**config.mk**
```make
export PLATFORM = sky130hd
export DESIGN_NAME = mult_wb_arbiter_flat
export DESIGN_NICKNAME = d
export VERILOG_FILES = /design/src/rtl/mult_wb_arbiter_if.sv /design/src/rtl/mult_wb_arbiter.sv /design/src/flat_wrapper.sv
export SDC_FILE = /design/constraint.sdc
export NUM_CORES = 1
export LEC_CHECK = 0
export CAP_MARGIN = 10
export CORE_ASPECT_RATIO = 0.8
export CORE_MARGIN = 2
export CORE_UTILIZATION = 45
export CTS_CLUSTER_SIZE = 14
export DETAILED_ROUTE_END_ITERATION = 10
export HOLD_SLACK_MARGIN = 0.06
export PLACE_DENSITY = 0.87
export SLEW_MARGIN = 5
export SYNTH_ARGS = -nofsm -noshare
export SYNTH_HDL_FRONTEND = slang
export SYNTH_SLANG_ARGS = --single-unit
```
**constraint.sdc**
```tcl
create_clock -name clk_i -period 5 [get_ports clk_i]
set_input_delay 1 -clock clk_i [delete_from_list [all_inputs] [get_ports clk_i]]
set_output_delay 1 -clock clk_i [all_outputs]
set_load 0.01 [all_outputs]
```
**src/rtl/mult_wb_arbiter_if.sv**
```systemverilog
// ---------------------------------------------------------------------------
// mult_wb_arbiter_if
// Bundles the writeback-arbiter bus. Signal suffixes are written from the
// arbiter's point of view (_i = into the arbiter, _o = out of it).
//   mult_*   : result of the last multiplier stage (data, dest reg, enable, pc)
//   exe_*    : result of the single-cycle execute path (data, dest reg, enable, pc)
//   rf_*     : register-file write port (data, address, strobe)
//   wb_pc_o  : PC of the instruction being written back
//   exe_stall_o : execute stage must hold its outputs this cycle
// Modports: master = pipeline/bench side, slave = arbiter.
// ---------------------------------------------------------------------------
interface mult_wb_arbiter_if;
    logic [31:0] mult_int_write_data_i;
    logic [4:0]  mult_write_addr_i;
    logic        mult_int_write_enable_i;
    logic [31:0] mult_pc_i;
    logic [31:0] exe_int_write_data_i;
    logic [4:0]  exe_write_addr_i;
    logic        exe_int_write_enable_i;
    logic [31:0] exe_pc_i;
    logic [31:0] rf_write_data_o;
    logic [4:0]  rf_write_addr_o;
    logic        rf_write_enable_o;
    logic [31:0] wb_pc_o;
    logic        exe_stall_o;

    modport master (
        output mult_int_write_data_i, mult_write_addr_i, mult_int_write_enable_i, mult_pc_i,
        output exe_int_write_data_i, exe_write_addr_i, exe_int_write_enable_i, exe_pc_i,
        input  rf_write_data_o, rf_write_addr_o, rf_write_enable_o, wb_pc_o, exe_stall_o
    );

    modport slave (
        input  mult_int_write_data_i, mult_write_addr_i, mult_int_write_enable_i, mult_pc_i,
        input  exe_int_write_data_i, exe_write_addr_i, exe_int_write_enable_i, exe_pc_i,
        output rf_write_data_o, rf_write_addr_o, rf_write_enable_o, wb_pc_o, exe_stall_o
    );
endinterface

```
**src/rtl/mult_wb_arbiter.sv**
```systemverilog
// ---------------------------------------------------------------------------
// mult_wb_arbiter
// Shares one register-file write port between the multiplier and the execute
// path. The multiplier always wins; execute results that lose (or that would
// overtake older buffered execute results) wait in a 2-entry FIFO. When the
// FIFO is full the execute stage is stalled.
// Ports:
//   clk_i  : clock, all state updates on the rising edge
//   rsn_i  : synchronous reset, active-high
//   bus    : mult_wb_arbiter_if.slave (multiplier/execute inputs, RF write
//            port, writeback PC and execute stall)
// ---------------------------------------------------------------------------
module mult_wb_arbiter (
    input  logic             clk_i,
    input  logic             rsn_i,
    mult_wb_arbiter_if.slave bus
);
    localparam int DATA_W = 32;
    localparam int ADDR_W = 5;

    logic              mult_live;
    logic              exe_live;
    logic              fifo_empty;
    logic              stall;
    logic              push;
    logic              pop;

    logic [1:0]        count_q, count_d;
    logic              wr_ptr_q, wr_ptr_d;
    logic              rd_ptr_q, rd_ptr_d;

    logic [DATA_W-1:0] fifo_data_q [2];
    logic [DATA_W-1:0] fifo_data_d [2];
    logic [ADDR_W-1:0] fifo_addr_q [2];
    logic [ADDR_W-1:0] fifo_addr_d [2];
    logic [DATA_W-1:0] fifo_pc_q   [2];
    logic [DATA_W-1:0] fifo_pc_d   [2];

    logic [DATA_W-1:0] rf_data_q, rf_data_d;
    logic [ADDR_W-1:0] rf_addr_q, rf_addr_d;
    logic              rf_we_q, rf_we_d;
    logic [DATA_W-1:0] wb_pc_q, wb_pc_d;

    // Stall depends only on registered occupancy, so it never loops back
    // through the execute inputs combinationally.
    assign stall = (count_q == 2'd2);

    always_comb begin
        // Writes to r0 are architecturally meaningless, so they are dropped.
        mult_live  = bus.mult_int_write_enable_i && (bus.mult_write_addr_i != '0);
        // While stalled, upstream is re-presenting an already-seen value.
        exe_live   = bus.exe_int_write_enable_i && (bus.exe_write_addr_i != '0) && !stall;
        fifo_empty = (count_q == 2'd0);

        pop  = !mult_live && !fifo_empty;
        // Buffer instead of writing directly whenever the port is taken or an
        // older execute result is still queued (keeps program order).
        push = exe_live && (mult_live || !fifo_empty);

        count_d  = count_q + {1'b0, push} - {1'b0, pop};
        wr_ptr_d = wr_ptr_q ^ push;
        rd_ptr_d = rd_ptr_q ^ pop;

        fifo_data_d = fifo_data_q;
        fifo_addr_d = fifo_addr_q;
        fifo_pc_d   = fifo_pc_q;
        if (push) begin
            fifo_data_d[wr_ptr_q] = bus.exe_int_write_data_i;
            fifo_addr_d[wr_ptr_q] = bus.exe_write_addr_i;
            fifo_pc_d[wr_ptr_q]   = bus.exe_pc_i;
        end

        rf_we_d   = 1'b0;
        rf_data_d = '0;
        rf_addr_d = '0;
        wb_pc_d   = '0;
        if (mult_live) begin
            rf_we_d   = 1'b1;
            rf_data_d = bus.mult_int_write_data_i;
            rf_addr_d = bus.mult_write_addr_i;
            wb_pc_d   = bus.mult_pc_i;
        end else if (!fifo_empty) begin
            rf_we_d   = 1'b1;
            rf_data_d = fifo_data_q[rd_ptr_q];
            rf_addr_d = fifo_addr_q[rd_ptr_q];
            wb_pc_d   = fifo_pc_q[rd_ptr_q];
        end else if (exe_live) begin
            rf_we_d   = 1'b1;
            rf_data_d = bus.exe_int_write_data_i;
            rf_addr_d = bus.exe_write_addr_i;
            wb_pc_d   = bus.exe_pc_i;
        end
    end

    // Control state and the registered write port
    always_ff @(posedge clk_i) begin
        if (rsn_i) begin
            count_q   <= '0;
            wr_ptr_q  <= 1'b0;
            rd_ptr_q  <= 1'b0;
            rf_we_q   <= 1'b0;
            rf_data_q <= '0;
            rf_addr_q <= '0;
            wb_pc_q   <= '0;
        end else begin
            count_q   <= count_d;
            wr_ptr_q  <= wr_ptr_d;
            rd_ptr_q  <= rd_ptr_d;
            rf_we_q   <= rf_we_d;
            rf_data_q <= rf_data_d;
            rf_addr_q <= rf_addr_d;
            wb_pc_q   <= wb_pc_d;
        end
    end

    // FIFO storage needs no reset: occupancy and pointers define validity.
    always_ff @(posedge clk_i) begin
        fifo_data_q <= fifo_data_d;
        fifo_addr_q <= fifo_addr_d;
        fifo_pc_q   <= fifo_pc_d;
    end

    assign bus.rf_write_data_o   = rf_data_q;
    assign bus.rf_write_addr_o   = rf_addr_q;
    assign bus.rf_write_enable_o = rf_we_q;
    assign bus.wb_pc_o           = wb_pc_q;
    assign bus.exe_stall_o       = stall;

endmodule

```
**src/flat_wrapper.sv**
```systemverilog
// flat-port wrapper written by rule: the top's interface ports become plain ports
module mult_wb_arbiter_flat 
  (clk_i, rsn_i, bus_mult_int_write_data_i, bus_mult_write_addr_i, bus_mult_int_write_enable_i, bus_mult_pc_i, bus_exe_int_write_data_i, bus_exe_write_addr_i, bus_exe_int_write_enable_i, bus_exe_pc_i, bus_rf_write_data_o, bus_rf_write_addr_o, bus_rf_write_enable_o, bus_wb_pc_o, bus_exe_stall_o);
  mult_wb_arbiter_if bus_i ();
  input  logic clk_i;
  input  logic rsn_i;
  input wire logic [$bits(bus_i.mult_int_write_data_i)-1:0] bus_mult_int_write_data_i;
  input wire logic [$bits(bus_i.mult_write_addr_i)-1:0] bus_mult_write_addr_i;
  input wire logic [$bits(bus_i.mult_int_write_enable_i)-1:0] bus_mult_int_write_enable_i;
  input wire logic [$bits(bus_i.mult_pc_i)-1:0] bus_mult_pc_i;
  input wire logic [$bits(bus_i.exe_int_write_data_i)-1:0] bus_exe_int_write_data_i;
  input wire logic [$bits(bus_i.exe_write_addr_i)-1:0] bus_exe_write_addr_i;
  input wire logic [$bits(bus_i.exe_int_write_enable_i)-1:0] bus_exe_int_write_enable_i;
  input wire logic [$bits(bus_i.exe_pc_i)-1:0] bus_exe_pc_i;
  output wire logic [$bits(bus_i.rf_write_data_o)-1:0] bus_rf_write_data_o;
  output wire logic [$bits(bus_i.rf_write_addr_o)-1:0] bus_rf_write_addr_o;
  output wire logic [$bits(bus_i.rf_write_enable_o)-1:0] bus_rf_write_enable_o;
  output wire logic [$bits(bus_i.wb_pc_o)-1:0] bus_wb_pc_o;
  output wire logic [$bits(bus_i.exe_stall_o)-1:0] bus_exe_stall_o;
  assign bus_i.mult_int_write_data_i = bus_mult_int_write_data_i;
  assign bus_i.mult_write_addr_i = bus_mult_write_addr_i;
  assign bus_i.mult_int_write_enable_i = bus_mult_int_write_enable_i;
  assign bus_i.mult_pc_i = bus_mult_pc_i;
  assign bus_i.exe_int_write_data_i = bus_exe_int_write_data_i;
  assign bus_i.exe_write_addr_i = bus_exe_write_addr_i;
  assign bus_i.exe_int_write_enable_i = bus_exe_int_write_enable_i;
  assign bus_i.exe_pc_i = bus_exe_pc_i;
  assign bus_rf_write_data_o = bus_i.rf_write_data_o;
  assign bus_rf_write_addr_o = bus_i.rf_write_addr_o;
  assign bus_rf_write_enable_o = bus_i.rf_write_enable_o;
  assign bus_wb_pc_o = bus_i.wb_pc_o;
  assign bus_exe_stall_o = bus_i.exe_stall_o;
  mult_wb_arbiter u_core (.clk_i(clk_i), .rsn_i(rsn_i), .bus(bus_i));
endmodule
```
After elaboration in Yosys (flattened, before gate mapping)
Index checks and enable logic that the tools add are counted.
W data, S select, Z words.

word-level totals
  output and inout port bits = 71
  bits in registers = 212
  bits of input ports = 142
  word-level logic and storage cells = 64

cells by class
  muxes and demuxes = 28
  reduce and logical (&&, ||, !) cells = 13
  add/sub/neg operators = 2
  bitwise logic cells = 4
  equal/unequal tests = 1
  $lt $le $gt $ge = 3

operators with widths
  cell                  number
  $mux W32              13
  $bwmux W64            2
  $mux W5               7
  $demux W32 S1         1
  $bwmux W10            1
  $reduce_bool A5 Y1    2
  $logic_and A1 B1 Y1   6
  $demux W5 S1          1
  $ge A2 B2 Y1 const B  2
  $not A1 Y2            2
  $logic_not A1 Y1      3
  $mux W1               3
  $add A2 B1 Y2         1
  $eq A2 B2 Y1 const B  1
  $logic_not A2 Y1      1
  $lt A2 B1 Y1 const B  1
  $sub A2 B1 Y2         1
  $xor A1 B1 Y1         2
  $logic_or A1 B1 Y1    1

Depth between registers and ports, before layout
Gate-level depths: netlist (run 1).

  word-level depth = 6
  gate-level depth with buffers = 11
  gate-level depth less buffers = 10

Least setup slack after synthesis (run 1)
No wires, ideal clock.

  path type = in2reg
  start point = input bus_mult_write_addr_i[0]
  end point = register u_core.fifo_addr_q[5] (netlist bit), enable pin
  data required time = 4.433 ns
  arrival time = 3.242 ns
  path buffers = 1
  setup slack = 1.191 ns
  library setup time = 0.567 ns
  stages on the path = 6
  cell sequence = or4_1 o21ai_1 clkbuf_1 nor2_1 o21ba_2 ha_1

on the way
  word-level cells in the longest chain between the ends = 4

RTL lines
  element               line                    source
  from (decl)           flat_wrapper.sv:8       input wire logic [$bits(bus_i.mult_write_addr_i)-1:0] bus_mult_write_addr_i;
  $reduce_bool A5 Y1    mult_wb_arbiter.sv:50   mult_live = bus.mult_int_write_enable_i && (bus.mult_write_addr_i != '0);
  $logic_and A1 B1 Y1   mult_wb_arbiter.sv:50
  $logic_or A1 B1 Y1    mult_wb_arbiter.sv:58   push = exe_live && (mult_live || !fifo_empty);
  $logic_and A1 B1 Y1   mult_wb_arbiter.sv:58
  to (signal assigned)  mult_wb_arbiter.sv:119  fifo_addr_q <= fifo_addr_d;
  to (decl)             mult_wb_arbiter.sv:34   logic [ADDR_W-1:0] fifo_addr_q [2];

No other way between the ends.
A chain may end at the register's enable or synchronous reset.

Worst setup path after layout (run 1)
  start point = input bus_exe_write_addr_i[3]
  end point = register u_core.count_q[1]

on the way
  word-level cells in the longest chain between the ends = 6

RTL lines
  element                            line                    source
  from (decl)                        flat_wrapper.sv:12      input wire logic [$bits(bus_i.exe_write_addr_i)-1:0] bus_exe_write_addr_i;
  $reduce_bool A5 Y1                 mult_wb_arbiter.sv:52   exe_live = bus.exe_int_write_enable_i && (bus.exe_write_addr_i != '0) && !stall;
  $logic_and A1 B1 Y1 (2 in series)  mult_wb_arbiter.sv:52
  $logic_and A1 B1 Y1                mult_wb_arbiter.sv:58
  $add A2 B1 Y2                      mult_wb_arbiter.sv:60   count_d = count_q + {1'b0, push} - {1'b0, pop};
  $sub A2 B1 Y2                      mult_wb_arbiter.sv:60
  to (signal assigned)               mult_wb_arbiter.sv:106  count_q <= count_d;
  to (decl)                          mult_wb_arbiter.sv:28   logic [1:0] count_q, count_d;

No other way between the ends.

==> flow_summary.yaml, run 1 <==
cells_and_area:
  n_antenna_cell: 0
  area_growth_syn_to_layout_pct: 36.3
  design.final.nets: 906
  final_layout_size_suffix_gt1_frac: 0.0620
sta:
  finalCriticalPeriod_ps: 3110
  hold_ws_ps: 584
  period_share: 0.623
  worstMarginPinSlew_ps: 1010
  unrepaired_setup_endpoints_after_global_routing: "no"
  final-setup-viol-count: 0
  max_freq_ghz: 0.321
  finalHoldViolCount: 0
  max-slew-margin-rel: 0.330
  fin_tns_setup_ps: 0
  timing.clock.skew_ps: 8.43
  drv_slew: 0
synth:
  async_reset_ff_frac: 0
  postSynthNetCount: 710
  synth-edff-count: 138
  synth_common_cells: "sky130_fd_sc_hd__edfxtp_1 (138), sky130_fd_sc_hd__dfxtp_1 (74), sky130_fd_sc_hd__mux2i_1 (69)"
  number_of_cells_produced_by_synthesis: 564
  synth_top_cells_by_area: "sky130_fd_sc_hd__edfxtp_1 (51%), sky130_fd_sc_hd__dfxtp_1 (18%), sky130_fd_sc_hd__mux2i_1 (8.4%), sky130_fd_sc_hd__a211o_1 (7.2%), sky130_fd_sc_hd__nor3b_1 (5.9%)"
  synth.cell_area_um2: 8200
  synth.most_common_cell: "sky130_fd_sc_hd__edfxtp_1"
  yosys_synthesis_warning_count: 0
  syn-mean-instance-area_um2: 14.5
  synth-seq-cells: 212
  synth.lib_cells_used.distinct: 31
  synth.top_cell.area_share: 0.505
  largest_area_contributor_in_the_synthesized_netlist: "sky130_fd_sc_hd__edfxtp_1"
  yosys_most_used_dff: "sky130_fd_sc_hd__edfxtp_1"
  synth-seq-area-share: 0.686
pwr:
  finalPower_w: 0.00478
  ir_worst_vdd_v: 0.000329
  powerDensity_nw_per_um2: 427
  static-leakage-power_nw: 4.09
worst_setup_path:
  critical_path.slowest_cell: "sky130_fd_sc_hd__or4_1"
  launch_point_of_the_critical_path: "bus_exe_write_addr_i[3]"
  critPathRequiredTime_ps: 5340
  path_max_fanout: 4
  worst_path_dominant_cell_family: "simple AND/OR/NAND/NOR gates"
  worst_setup_path_end_kind: "flip-flop"
  worst_path_most_repeated_cell: "sky130_fd_sc_hd__ha_1"
  cp_cell_sequence: "clkdlybuf4s50_1, or4_1, o21ai_1, o21bai_1, ha_1, inv_1, ha_1, xor2_1, xnor2_1, nor2_1"
  worst-r2r-cell-count: 5
  worst-endpoint-arrival_ps: 3450
  worst_r2r_startpoint: "u_core.count_q[0]$_SDFF_PP0_"
  worst-path-buf-inv: 2
  critPathMaxStageDelay_ps: 560
  critPathLaunchType: "primary input"
  worst-setup-path-type: "in2reg"
  rr_endpoint: "u_core.bus.rf_write_data_o[22]$_SDFF_PP0_"
  r2r_slack_ps: 2650
grt:
  global_route_wire_length_before_repair_um: 29800
  grt_start_max_net_pins: 75
  track_usage: 0.194
  globalRoute.totalOverflow: 0
  vias_in_the_first_global_route: 5679
  grt_antenna_before_repair: 0
cts:
  cts_inserted_buffers: 21
  cts_tree: "built"
  clock-root-buffer: "sky130_fd_sc_hd__clkbuf_16"
  clockBufferDepth: 3
  clk_latency_ps: 480
  post_cts_resized: 0
  post-cts-setup-buffers: 0
  clkSinkCount: 212
  htreeDepth: 1
  clkTransAtPathRegs_ps: 60
  post_cts_hold_fix_bufs: 0
detailed_routing:
  detail_route.drc_violations: 0
  via_count: 5475
  drtAntennaViolNets: 0
  drt_first_pass_iters: 4
  wl_per_cell_um: 18.8
  finalWirelength_um: 18900
  drt_first_iter_violations: 287
  via_per_inst: 5.45
floorplanning:
  pin_count: 213
  die_y_um: 125
  placeableCoreArea_um2: 18000
  initial_core_util: 0.456
  die_area_um2: 19300
  row_count: 44
  die_w_um: 155
hold_path:
  hp-start: "u_core.count_q[1]$_SDFF_PP0_"
  timing.hold.worst_endpoint: "u_core.count_q[1]$_SDFF_PP0_"
  timing.hold.worst_path_depth: 2
  timing.hold.worst.class: "reg2reg"
place:
  placement.io_buffers: 212
  hpwl_um: 11700
  globalplace.congestion: 0.759
run_status:
  run_status: "finished, final reports clean"
run:
  cap_violations: 0
state kept, by name, indices dropped and copies added (netlist names):
register	count
u_core.fifo_data_q	64
u_core.fifo_pc_q	64
u_core.bus.rf_write_data_o	32
u_core.bus.wb_pc_o	32
u_core.fifo_addr_q	10
u_core.bus.rf_write_addr_o	5
u_core.count_q	2
u_core.bus.rf_write_enable_o	1
u_core.rd_ptr_q	1
u_core.wr_ptr_q	1
per-layer routing:
| metal | vias up | GRT usage | part of all wire |
|---|---|---|---|
| met5 | - | 0 | 0 |
| li1 | 2569 | - | - |
| met4 | 0 | 0.0528 | 0.024 |
| met2 | 183 | 0.339 | 0.50 |
| met3 | 35 | 0.0414 | 0.056 |
| met1 | 2688 | 0.244 | 0.42 |
through the flow:
step / instance area, um^2 / worst slack (ps) / cells / util
after floorplan: 8200 / 1190 / 564 / -
after CTS: 11200 / 1920 / 1004 / 0.621
after detailed placement: 10500 / 1450 / 967 / 0.583
after global routing: 11200 / 1750 / 1004 / 0.621
final: 11200 / 1890 / 1004 / 0.621
after global placement: 10500 / 1540 / 967 / 0.583
placed cells by master, fill, tap and decap left out, drive strengths merged, types with 2 or more instances in the layout:
| cell type | instances |
|---|---|
| clkdlybuf4s50 | 211 |
| edfxtp | 138 |
| dfxtp | 74 |
| mux2i | 69 |
| nor3 | 67 |
| a211o | 67 |
| nor3b | 65 |
| clkbuf | 31 |
| buf | 8 |
| nor2 | 5 |
| a21oi | 5 |
| clkinv | 4 |
| ha | 4 |
| nor2b | 3 |
| o21ai | 3 |
| or4 | 2 |
| inv | 2 |
| a221o | 2 |
| nand2 | 2 |
| bufinv | 2 |
logic make-up (layout without fill, tap and decap cells):
logic type                 count (synthesis)  in the layout  synth area share
AOI/OAI and AO/OA                         81             81            0.0827
xor gates and xnor gates                   2              2           0.00214
adders and majority gates                  4              4           0.00610
buffers and inverters                     48            258            0.0265
DFF                                      212            212             0.686
muxes                                     69             69            0.0842
and+or+nand+nor                          148            148             0.113
layout make-up:
| type | instances | area, um^2 |
|---|---|---|
| fill | 1329 | 6830 |
| sequential | 212 | 5630 |
| multi-input combinational | 304 | 2400 |
| timing repair buffer | 219 | 2170 |
| clock buffer | 31 | 603 |
| tap | 230 | 288 |
| clock inverter | 6 | 80.1 |
| inverter | 2 | 7.51 |
how the worst max path moves through the flow:
stage	to	slack (ps)	cells after the start
finish	u_core.count_q[1]$_SDFF_PP0_	1890	10
global route	u_core.count_q[1]$_SDFF_PP0_	1750	10
CTS	u_core.count_q[1]$_SDFF_PP0_	1920	10
detailed placement	u_core.count_q[1]$_SDFF_PP0_	1450	10
global placement	u_core.fifo_data_q[33]$_DFFE_PP_	1540	5
floorplan	u_core.fifo_addr_q[5]$_DFFE_PP_	1190	6
tightest hold or removal path, stage by stage (launching register included):
cell and delay [ps]:
sky130_fd_sc_hd__dfxtp_1 350, sky130_fd_sc_hd__xnor2_1 160, sky130_fd_sc_hd__nor2_1 30
report_power, final:
group	internal [W]	switching [W]
Sequential	0.00212	0.0000966
Clock	0.000937	0.000626
Combinational	0.000502	0.000490
Note: power is estimated with default switching activity, not from simulation.
==> run 2, diff against run 1 <==
Clock period 5 ns to 3.3 ns, I/O delays scaled along.
==> flow_summary.yaml, run 2 (same netlist as run 1, synthesis figures left out) <==
place:
  postPlaceCellArea_um2: 10600
  hpwl_um: 11800
  globalplace.congestion: 0.809
  placement.io_buffers: 212
cells_and_area:
  layout_commonest_cell: "sky130_fd_sc_hd__clkdlybuf4s50_1"
  reg.largest.list: "u_core.fifo_data_q x64, u_core.fifo_pc_q x64"
  final_layout_size_suffix_gt1_frac: 0.0693
  design.final.nets: 910
  filler_cell_count: 1317
  multiInputGateArea_um2: 2400
  layout_common_cells: "sky130_fd_sc_hd__clkdlybuf4s50_1 (211), sky130_fd_sc_hd__edfxtp_1 (138), sky130_fd_sc_hd__dfxtp_1 (73)"
  area_growth_syn_to_layout_pct: 36.9
  utilization: 0.624
  ff_latch_area_um2: 5630
  final_cell_area_um2: 11200
grt:
  globalRoute.totalOverflow: 0
  grt_antenna_before_repair: 1
  vias_in_the_first_global_route: 5795
  track_usage: 0.192
  grt_start_max_net_pins: 75
  global_route_wire_length_before_repair_um: 29800
cts:
  clock-root-buffer: "sky130_fd_sc_hd__clkbuf_16"
  post_cts_hold_fix_bufs: 0
  clkTransAtPathRegs_ps: 60
  cts_inserted_buffers: 21
  post-cts-setup-buffers: 0
  clkSinkCount: 212
  cts_tree: "built"
  htreeDepth: 1
  post_cts_resized: 0
  clockBufferDepth: 3
  clk_latency_ps: 500
pwr:
  ir_worst_vdd_v: 0.000348
  switching_share: 0.258
  pwr-share-seq: 0.467
  power.net_switching_w: 0.00186
  comb_power_share: 0.213
  cellInternalPower_w: 0.00537
  powerDensity_nw_per_um2: 644
  static-leakage-power_nw: 4.12
  pwr-share-clk: 0.321
sta:
  max_freq_ghz: 0.379
  finalCriticalPeriod_ps: 2640
  drv_slew: 0
  period_share: 0.799
  max-slew-margin-rel: 0.332
  unrepaired_setup_endpoints_after_global_routing: "no"
  finalHoldViolCount: 0
  timing.clock.skew_ps: 17.1
  worstMarginPinSlew_ps: 1000
  final-setup-viol-count: 0
worst_setup_path:
  worst_setup_path_end_kind: "flip-flop"
  critPathLaunchType: "primary input"
  critical_path.slowest_cell: "sky130_fd_sc_hd__buf_4"
  path_max_fanout: 66
  cp_cell_sequence: "clkdlybuf4s50_1, or4_1, o21ai_4, buf_4, nor3b_1, a211o_1"
  worst-setup-path-type: "in2reg"
  critPathMaxStageDelay_ps: 660
  critPathRequiredTime_ps: 3680
  worst-endpoint-arrival_ps: 3020
floorplanning:
  die_w_um: 155
  row_count: 44
  initial_core_util: 0.456
  pin_count: 213
  placeableCoreArea_um2: 18000
  die_y_um: 125
  die_area_um2: 19300
detailed_routing:
  drtAntennaViolNets: 0
  via_per_inst: 5.48
  finalWirelength_um: 18900
  wl_per_cell_um: 18.7
  detail_route.drc_violations: 0
  via_count: 5534
  drt_first_pass_iters: 4
  drt_first_iter_violations: 313
run:
  cap_violations: 0
run_status:
  run_status: "finished, final reports clean"
hold_path:
  timing.hold.worst.class: "reg2reg"
## run 2: cell count changes in the layout (fill, tap and decap cells not counted), sizes merged
| cell | change |
|---|---|
| diode | +1 |
| clkbuf | -5 |
| buf | +4 |
| inv | +1 |
| clkinv | +5 |
## run 2: path summary, 6_finish.rpt
check | start | endpoint | slack (ps) | cells past startpoint
worst max register to register | u_core.count_q[1]$_SDFF_PP0_ | u_core.bus.rf_write_data_o[24]$_SDFF_PP0_ | 1270 | 5
worst min-delay path | u_core.count_q[1]$_SDFF_PP0_ | u_core.count_q[1]$_SDFF_PP0_ | 590 | 2
worst min register to register | u_core.count_q[1]$_SDFF_PP0_ | u_core.count_q[1]$_SDFF_PP0_ | 590 | 2
worst max-delay path | bus_mult_write_addr_i[0] | u_core.bus.rf_write_addr_o[2]$_SDFF_PP0_ | 660 | 6
## run 2: routing by layer
metal	vias to the layer above	GRT usage	wire length, um
li1	2582	-	-
met3	43	0.0407	1200
met1	2701	0.238	7840
met4	0	0.0714	652
met5	-	0	0
met2	208	0.330	9170
## run 2: final cells by class
class | instances | share of cell area
Sequential cell | 212 | 0.501
Clock inverter | 12 | 0.0100
Antenna cell | 1 | 0.000223
Timing Repair Buffer | 223 | 0.199
Clock buffer | 26 | 0.0494
Multi-Input combinational cell | 304 | 0.214
Tap cell | 230 | 0.0256
Inverter | 2 | 0.000668
## run 2: through the flow
stage / TNS, ps / std cells / hold slack (ps) / power [W] / worst slack (ps)
3_3_place_gp: 0 / 971 / 579 / 0.00493 / 186
3_5_place_dp: 0 / 971 / 577 / 0.00498 / 198
4_1_cts: 0 / 1009 / 587 / 0.00729 / 697
6_report: 0 / 1010 / 587 / 0.00723 / 664
2_1_floorplan: -23220 / 564 / 534 / 0.00425 / -169
5_1_grt: 0 / 1010 / 614 / 0.00754 / 555
## run 2: critical path: cells and delay by family
family | cells | cell delay (ps)
and+or+nand+nor | 2 | 820
AOI/OAI and AO/OA | 2 | 450
buffers and inverters | 2 | 1080
## run 2: power by group through the flow
stage	combinational [W]	sequential (W)	clock (W)
floorplan	0.000818	0.00343	0
global placement	0.00151	0.00342	0
detailed placement	0.00154	0.00343	0
CTS	0.00155	0.00338	0.00236
global route	0.00166	0.00341	0.00247
finish	0.00154	0.00337	0.00232
